$ cat src/rtl/uart_rx_core.sv
// Oversampling UART receiver: start/data/parity/stop framing into a one-deep holding register.
// Optional UART_RX_MAJORITY_EN: 2-of-3 majority vote around each bit-centre sample.
module uart_rx_core #(
  parameter int DATA_BITS   = 8,
  parameter int OVERSAMPLE  = 16,
  parameter int PARITY_MODE = 0,
  parameter int STOP_BITS   = 1
) (
  input  logic                 baud_clk,
  input  logic                 rst_n,
  input  logic                 serial_in,
  input  logic                 rx_ready,
  output logic [DATA_BITS-1:0] rx_data,
  output logic                 rx_valid,
  output logic                 parity_err,
  output logic                 framing_err,
  output logic                 overrun_err,
  output logic                 busy
);

  localparam int              CW            = $clog2(OVERSAMPLE);
  localparam logic [CW-1:0]   CNT_LAST      = CW'(OVERSAMPLE - 1);
  localparam logic [CW-1:0]   CNT_HALF      = CW'(OVERSAMPLE / 2 - 1);
  localparam logic [3:0]      IDX_DATA_LAST = 4'(DATA_BITS - 1);
  localparam logic [3:0]      IDX_STOP_LAST = 4'(STOP_BITS - 1);

  typedef enum logic [2:0] {
    S_IDLE,
    S_START,
    S_DATA,
    S_PARITY,
    S_STOP
  } state_t;

  state_t                 state_q, state_d;
  logic [CW-1:0]          cnt_q, cnt_d;
  logic [3:0]             idx_q, idx_d;
  logic [DATA_BITS-1:0]   shift_q, shift_d;
  logic                   perr_q, perr_d;
  logic                   ferr_q, ferr_d;
  logic                   prev_q;

  logic [DATA_BITS-1:0]   rx_data_q, rx_data_d;
  logic                   rx_valid_q, rx_valid_d;
  logic                   perr_hold_q, perr_hold_d;
  logic                   ferr_hold_q, ferr_hold_d;
  logic                   ovr_q, ovr_d;

  logic                   bit_val;
  logic                   start_edge;
  logic                   tick;
  logic                   frame_done;
  logic                   par_xor;

`ifdef UART_RX_MAJORITY_EN
  logic hist_q;

  always_ff @(posedge baud_clk or negedge rst_n) begin
    if (!rst_n) begin
      hist_q <= 1'b1;
    end else begin
      hist_q <= prev_q;
    end
  end

  // hist_q, prev_q and serial_in are the samples at target-2, target-1 and target
  assign bit_val = (hist_q & prev_q) | (hist_q & serial_in) | (prev_q & serial_in);
`else
  assign bit_val = serial_in;
`endif

  assign start_edge = (state_q == S_IDLE) && prev_q && !serial_in;
  assign tick       = ((state_q == S_START) && (cnt_q == CNT_HALF)) ||
                      (((state_q == S_DATA) || (state_q == S_PARITY) || (state_q == S_STOP)) &&
                       (cnt_q == CNT_LAST));
  assign frame_done = tick && (state_q == S_STOP) && (idx_q == IDX_STOP_LAST);
  assign par_xor    = (^shift_q) ^ bit_val;

  // State register
  always_ff @(posedge baud_clk or negedge rst_n) begin
    if (!rst_n) begin
      state_q <= S_IDLE;
    end else begin
      state_q <= state_d;
    end
  end

  // Next-state logic
  always_comb begin
    state_d = state_q;
    unique case (state_q)
      S_IDLE: begin
        if (start_edge) state_d = S_START;
      end
      S_START: begin
        if (tick) state_d = bit_val ? S_IDLE : S_DATA;
      end
      S_DATA: begin
        if (tick && (idx_q == IDX_DATA_LAST)) begin
          state_d = (PARITY_MODE != 0) ? S_PARITY : S_STOP;
        end
      end
      S_PARITY: begin
        if (tick) state_d = S_STOP;
      end
      S_STOP: begin
        if (frame_done) state_d = S_IDLE;
      end
      default: state_d = S_IDLE;
    endcase
  end

  // Frame datapath: bit counter, bit index, shift register, per-frame error flags
  always_comb begin
    cnt_d   = cnt_q;
    idx_d   = idx_q;
    shift_d = shift_q;
    perr_d  = perr_q;
    ferr_d  = ferr_q;

    if (state_q == S_IDLE) begin
      cnt_d = '0;
      if (start_edge) begin
        // the start edge itself is count 0, so the register holds 1 after it
        cnt_d  = CW'(1);
        idx_d  = '0;
        perr_d = 1'b0;
        ferr_d = 1'b0;
      end
    end else begin
      cnt_d = tick ? '0 : cnt_q + CW'(1);
    end

    if (tick) begin
      idx_d = (state_d != state_q) ? 4'd0 : idx_q + 4'd1;
    end

    if (tick && (state_q == S_DATA)) begin
      shift_d = {bit_val, shift_q[DATA_BITS-1:1]};
    end

    if (tick && (state_q == S_PARITY)) begin
      perr_d = (PARITY_MODE == 2) ? ~par_xor : par_xor;
    end

    if (tick && (state_q == S_STOP)) begin
      ferr_d = ferr_q | ~bit_val;
    end
  end

  always_ff @(posedge baud_clk or negedge rst_n) begin
    if (!rst_n) begin
      cnt_q   <= '0;
      idx_q   <= '0;
      shift_q <= '0;
      perr_q  <= 1'b0;
      ferr_q  <= 1'b0;
      prev_q  <= 1'b1;
    end else begin
      cnt_q   <= cnt_d;
      idx_q   <= idx_d;
      shift_q <= shift_d;
      perr_q  <= perr_d;
      ferr_q  <= ferr_d;
      prev_q  <= serial_in;
    end
  end

  // Holding register: a frame finishing while the previous one is unconsumed is dropped
  always_comb begin
    rx_data_d   = rx_data_q;
    rx_valid_d  = rx_valid_q;
    perr_hold_d = perr_hold_q;
    ferr_hold_d = ferr_hold_q;
    ovr_d       = ovr_q;

    if (frame_done && (!rx_valid_q || rx_ready)) begin
      rx_data_d   = shift_q;
      perr_hold_d = perr_q;
      ferr_hold_d = ferr_q | ~bit_val;
      rx_valid_d  = 1'b1;
    end else if (rx_valid_q && rx_ready) begin
      rx_valid_d  = 1'b0;
    end

    if (frame_done && rx_valid_q && !rx_ready) begin
      ovr_d = 1'b1;
    end
  end

  always_ff @(posedge baud_clk or negedge rst_n) begin
    if (!rst_n) begin
      rx_data_q   <= '0;
      rx_valid_q  <= 1'b0;
      perr_hold_q <= 1'b0;
      ferr_hold_q <= 1'b0;
      ovr_q       <= 1'b0;
    end else begin
      rx_data_q   <= rx_data_d;
      rx_valid_q  <= rx_valid_d;
      perr_hold_q <= perr_hold_d;
      ferr_hold_q <= ferr_hold_d;
      ovr_q       <= ovr_d;
    end
  end

  // Output logic
  always_comb begin
    busy        = (state_q != S_IDLE);
    rx_data     = rx_data_q;
    rx_valid    = rx_valid_q;
    parity_err  = perr_hold_q;
    framing_err = ferr_hold_q;
    overrun_err = ovr_q;
  end

endmodule

$ cat config.mk
export PLATFORM = sky130hd
export DESIGN_NAME = uart_rx_core
export DESIGN_NICKNAME = d
export VERILOG_FILES = /design/src/rtl/uart_rx_core.sv
export SDC_FILE = /design/constraint.sdc
export NUM_CORES = 1
export LEC_CHECK = 0
export BUFFER_PORTS_ARGS = -buffer_cell sky130_fd_sc_hd__buf_2
export CAP_MARGIN = 20
export CORE_MARGIN = 4
export CORE_UTILIZATION = 30
export DETAILED_ROUTE_END_ITERATION = 12
export HOLD_SLACK_MARGIN = 0.02
export PLACE_DENSITY_LB_ADDON = 0.15
export SYNTH_ARGS = -nofsm -noshare
export SYNTH_HDL_FRONTEND = slang
export SYNTH_SLANG_ARGS = --single-unit
$ cat constraint.sdc
create_clock -name baud_clk -period 2.2 [get_ports baud_clk]
set_input_delay 0.44 -clock baud_clk [delete_from_list [all_inputs] [get_ports baud_clk]]
set_output_delay 0.44 -clock baud_clk [all_outputs]
set_load 0.01 [all_outputs]
==> run_results.csv <==
group,metric,value,unit
critical_path,reg2reg_from,"cnt_q[0]",
global_route,grt_pass1_wl,5195,um
timing,clock_skew,0.005374,ns
placed_design,place_congestion,0.7499,
clock_network,cts_sinks,34,
layout,final_nets,158,
power,pwr-share-seq,0.436,
placed_design,io_buffers,16,
critical_path,r2r-end,"rx_data[7]",
die,io_pins,17,
die,start_util,0.3133,
placed_design,placed_area,1770,um^2
timing,setup_viol,0,
yosys,synth_top_area_frac,0.5097,
drt,wl_per_cell,13.65,um
yosys,synthMostInstantiatedCell,"dfrtp_1",
die,fp.dieArea,6641,um^2
critical_path,arrival,2.13,ns
clock_network,cts_resized,0,
yosys,synthesis.nets,138,
power,p_int,1.270,mW
clock_network,cts_tree,"done",
yosys,yosysTopAreaCell,"dfrtp_1",
timing,finalMaxSlewViolations,0,
timing,hold_viol_final,0,
global_route,grt_pass1_vias,1005,
drt,drcViolationCount,0,
drt,drtIter0Drc,25,
clock_network,cts_buffers,5,
yosys,postSynthCellCount,131,
power,power_density,928.1,nW/um^2
critical_path,rr_worst_depth,5,
layout,final_util,0.3689,
layout,drive_gt1_frac,0.3224,
yosys,avgSynthCellArea,12.37,um^2
power,p_switching,0.5010,mW
drt,ant_nets,0,
yosys,synth_edf_count,0,
placed_design,place_ws,0.2238,ns
power,p_clk_frac,0.393,
timing,fin_crit,1.957,ns
clock_network,htreeDepth,2,
timing,tns,0,ns
clock_network,path_clk_slew,0.07,ns
critical_path,worst_setup_path_start_kind,"flip-flop",
critical_path,path_class,"flip-flop to flip-flop",
power,power,1.771,mW
clock_network,cts_setup_buffers,0,
clock_network,clockBufferDepth,2,
global_route,antenna_found_initial,0,
timing,tightest_slew,0.7833,ns
yosys,mappedNetlistArea,1620,um^2
timing,rsz0062_at_grt,"no",
drt,vias,1038,
yosys,synth_cell_types,38,
power,swShare,0.2829,
drt,viasPerCell,4.676,
yosys,yosysSeqAreaShare,0.5259,
die,core,5172,um^2
timing,slew_headroom,0.4778,
yosys,ys_ff_latch,34,
drt,wirelength,3031,um
critical_path,cp.required,2.37,ns
layout,antenna_cells,0,
power,comb_power_share,0.172,
clock_network,cts.hold.buffers_added,0,
timing,layout_setup_ws,0.2428,ns
global_route,grt_use_total,0.1057,
yosys,synthFlopType,"dfrtp_1",
power,vdd_ir_drop_max,0.3871,mV
hold_path,hold_class,"primary input to async pin",
yosys,yosys_warnings,0,
yosys,synth_commonest_cells,"dfrtp_1 (33), nand2_1 (10), mux2_2 (9)",
layout,area_delta_synth_final,17.76,%
status,status,"complete, no violations",
timing,fmax,510.9,MHz
clock_network,root_buffer,"clkbuf_8",
global_route,grt_max_degree,35,
critical_path,path_max_fanout,11,
drt,dr.pass1.iters,4,
layout,n_fill_cell,507,
yosys,async_flop_share,1.000,
timing,fin_crit_sh,0.8896,
global_route,grt.overflow.total,0,
clock_network,clk_latency,0.29,ns
die,fp-row-count,26,
die,fp.dieH,81.49,um
yosys,synth_area_leaders,"dfrtp_1 (51%), mux2_4 (7.4%), mux2_2 (6.3%)",
power,leakagePower,0.9136,nW
die,die_w,81.49,um
layout,final_area,1908,um^2
critical_path,end_kind,"flip-flop",
job,cap_violations,0,
placed_design,hpwlAfterDp,2117,um
critical_path,timing.reg2reg.setup_slack,0.24,ns
## power groups by stage
stage	sequential [mW]	combinational [mW]	clock, mW
6_report	0.771	0.304	0.695
3_5_place_dp	0.780	0.312	0
2_1_floorplan	0.735	0.259	0
4_1_cts	0.769	0.312	0.715
5_1_grt	0.781	0.358	0.736
3_3_place_gp	0.779	0.305	0
## layer usage
metal | vias to the layer above | part of all wire | track usage
met5 | - | 0 | 0
met2 | 22 | 0.43 | 0.1417
met4 | 0 | 0.017 | 0.04054
met1 | 506 | 0.50 | 0.1524
li1 | 505 | - | -
met3 | 5 | 0.057 | 0.03947
## layout by cell type, fill, tap and decap left out, drive strengths merged, types with 3 or more instances in the layout
cell type,Yosys,final
nor2,8,8
dfrtp,33,33
inv,4,4
nand3,8,8
nand2,10,10
mux2,17,17
o21ai,4,4
buf,4,17
xnor2,8,8
o31ai,4,4
clkbuf,0,5
ha,3,3
## cell families after synthesis
kind of cell    count (synthesis)  share of synthesized area
simple gates                   39                     0.1467
flops                          34                     0.5259
compound gates                 20                    0.08880
mux                            17                     0.1367
xor+xnor                       10                    0.05406
buf+inv                         8                    0.02471
fa+ha+maj                       3                    0.02317
## worst max-delay path by stage
stage / from / to / cells after the start
floorplan: cnt_q[0] / parity_err / 6
global placement: cnt_q[0] / rx_data[6] / 5
detailed placement: cnt_q[0] / rx_data[1] / 5
CTS: cnt_q[0] / rx_data[1] / 5
global route: cnt_q[0] / parity_err / 5
finish: cnt_q[0] / rx_data[7] / 5
## state kept, by name, summed over array words and instances (netlist names)
| name | cells |
|---|---|
| shift_q | 8 |
| rx_valid | 1 |
| overrun_err | 1 |
| perr_q | 1 |
| ferr_q | 1 |
| cnt_q | 4 |
| state_q | 3 |
| parity_err | 1 |
| idx_q | 4 |
| framing_err | 1 |
| prev_q | 1 |
| rx_data | 8 |
## metrics by stage
stage                     hold WS, ns  std cells
after floorplan                0.1444        131
after global placement         0.4542        214
after detailed placement       0.4636        214
after CTS                      0.2547        222
after global routing           0.2953        222
final                          0.2261        222
## area by class of cell
class,count,area (um^2),area share
Multi-Input combinational cell,89,728.2,0.3816
Timing Repair Buffer,17,87.58,0.04590
Sequential cell,34,852.1,0.4466
Clock inverter,3,68.82,0.03607
Clock buffer,5,68.82,0.03607
Inverter,4,15.01,0.007869
Tap cell,70,87.58,0.04590
## critical path: stages (launching register included)
cell and delay [ns]:
dfrtp_1 0.38, ha_1 0.23, nand3_2 0.13, nor4b_4 0.32
nand3_2 0.37, mux2_4 0.41
Power figures use the tool's default switching activity.
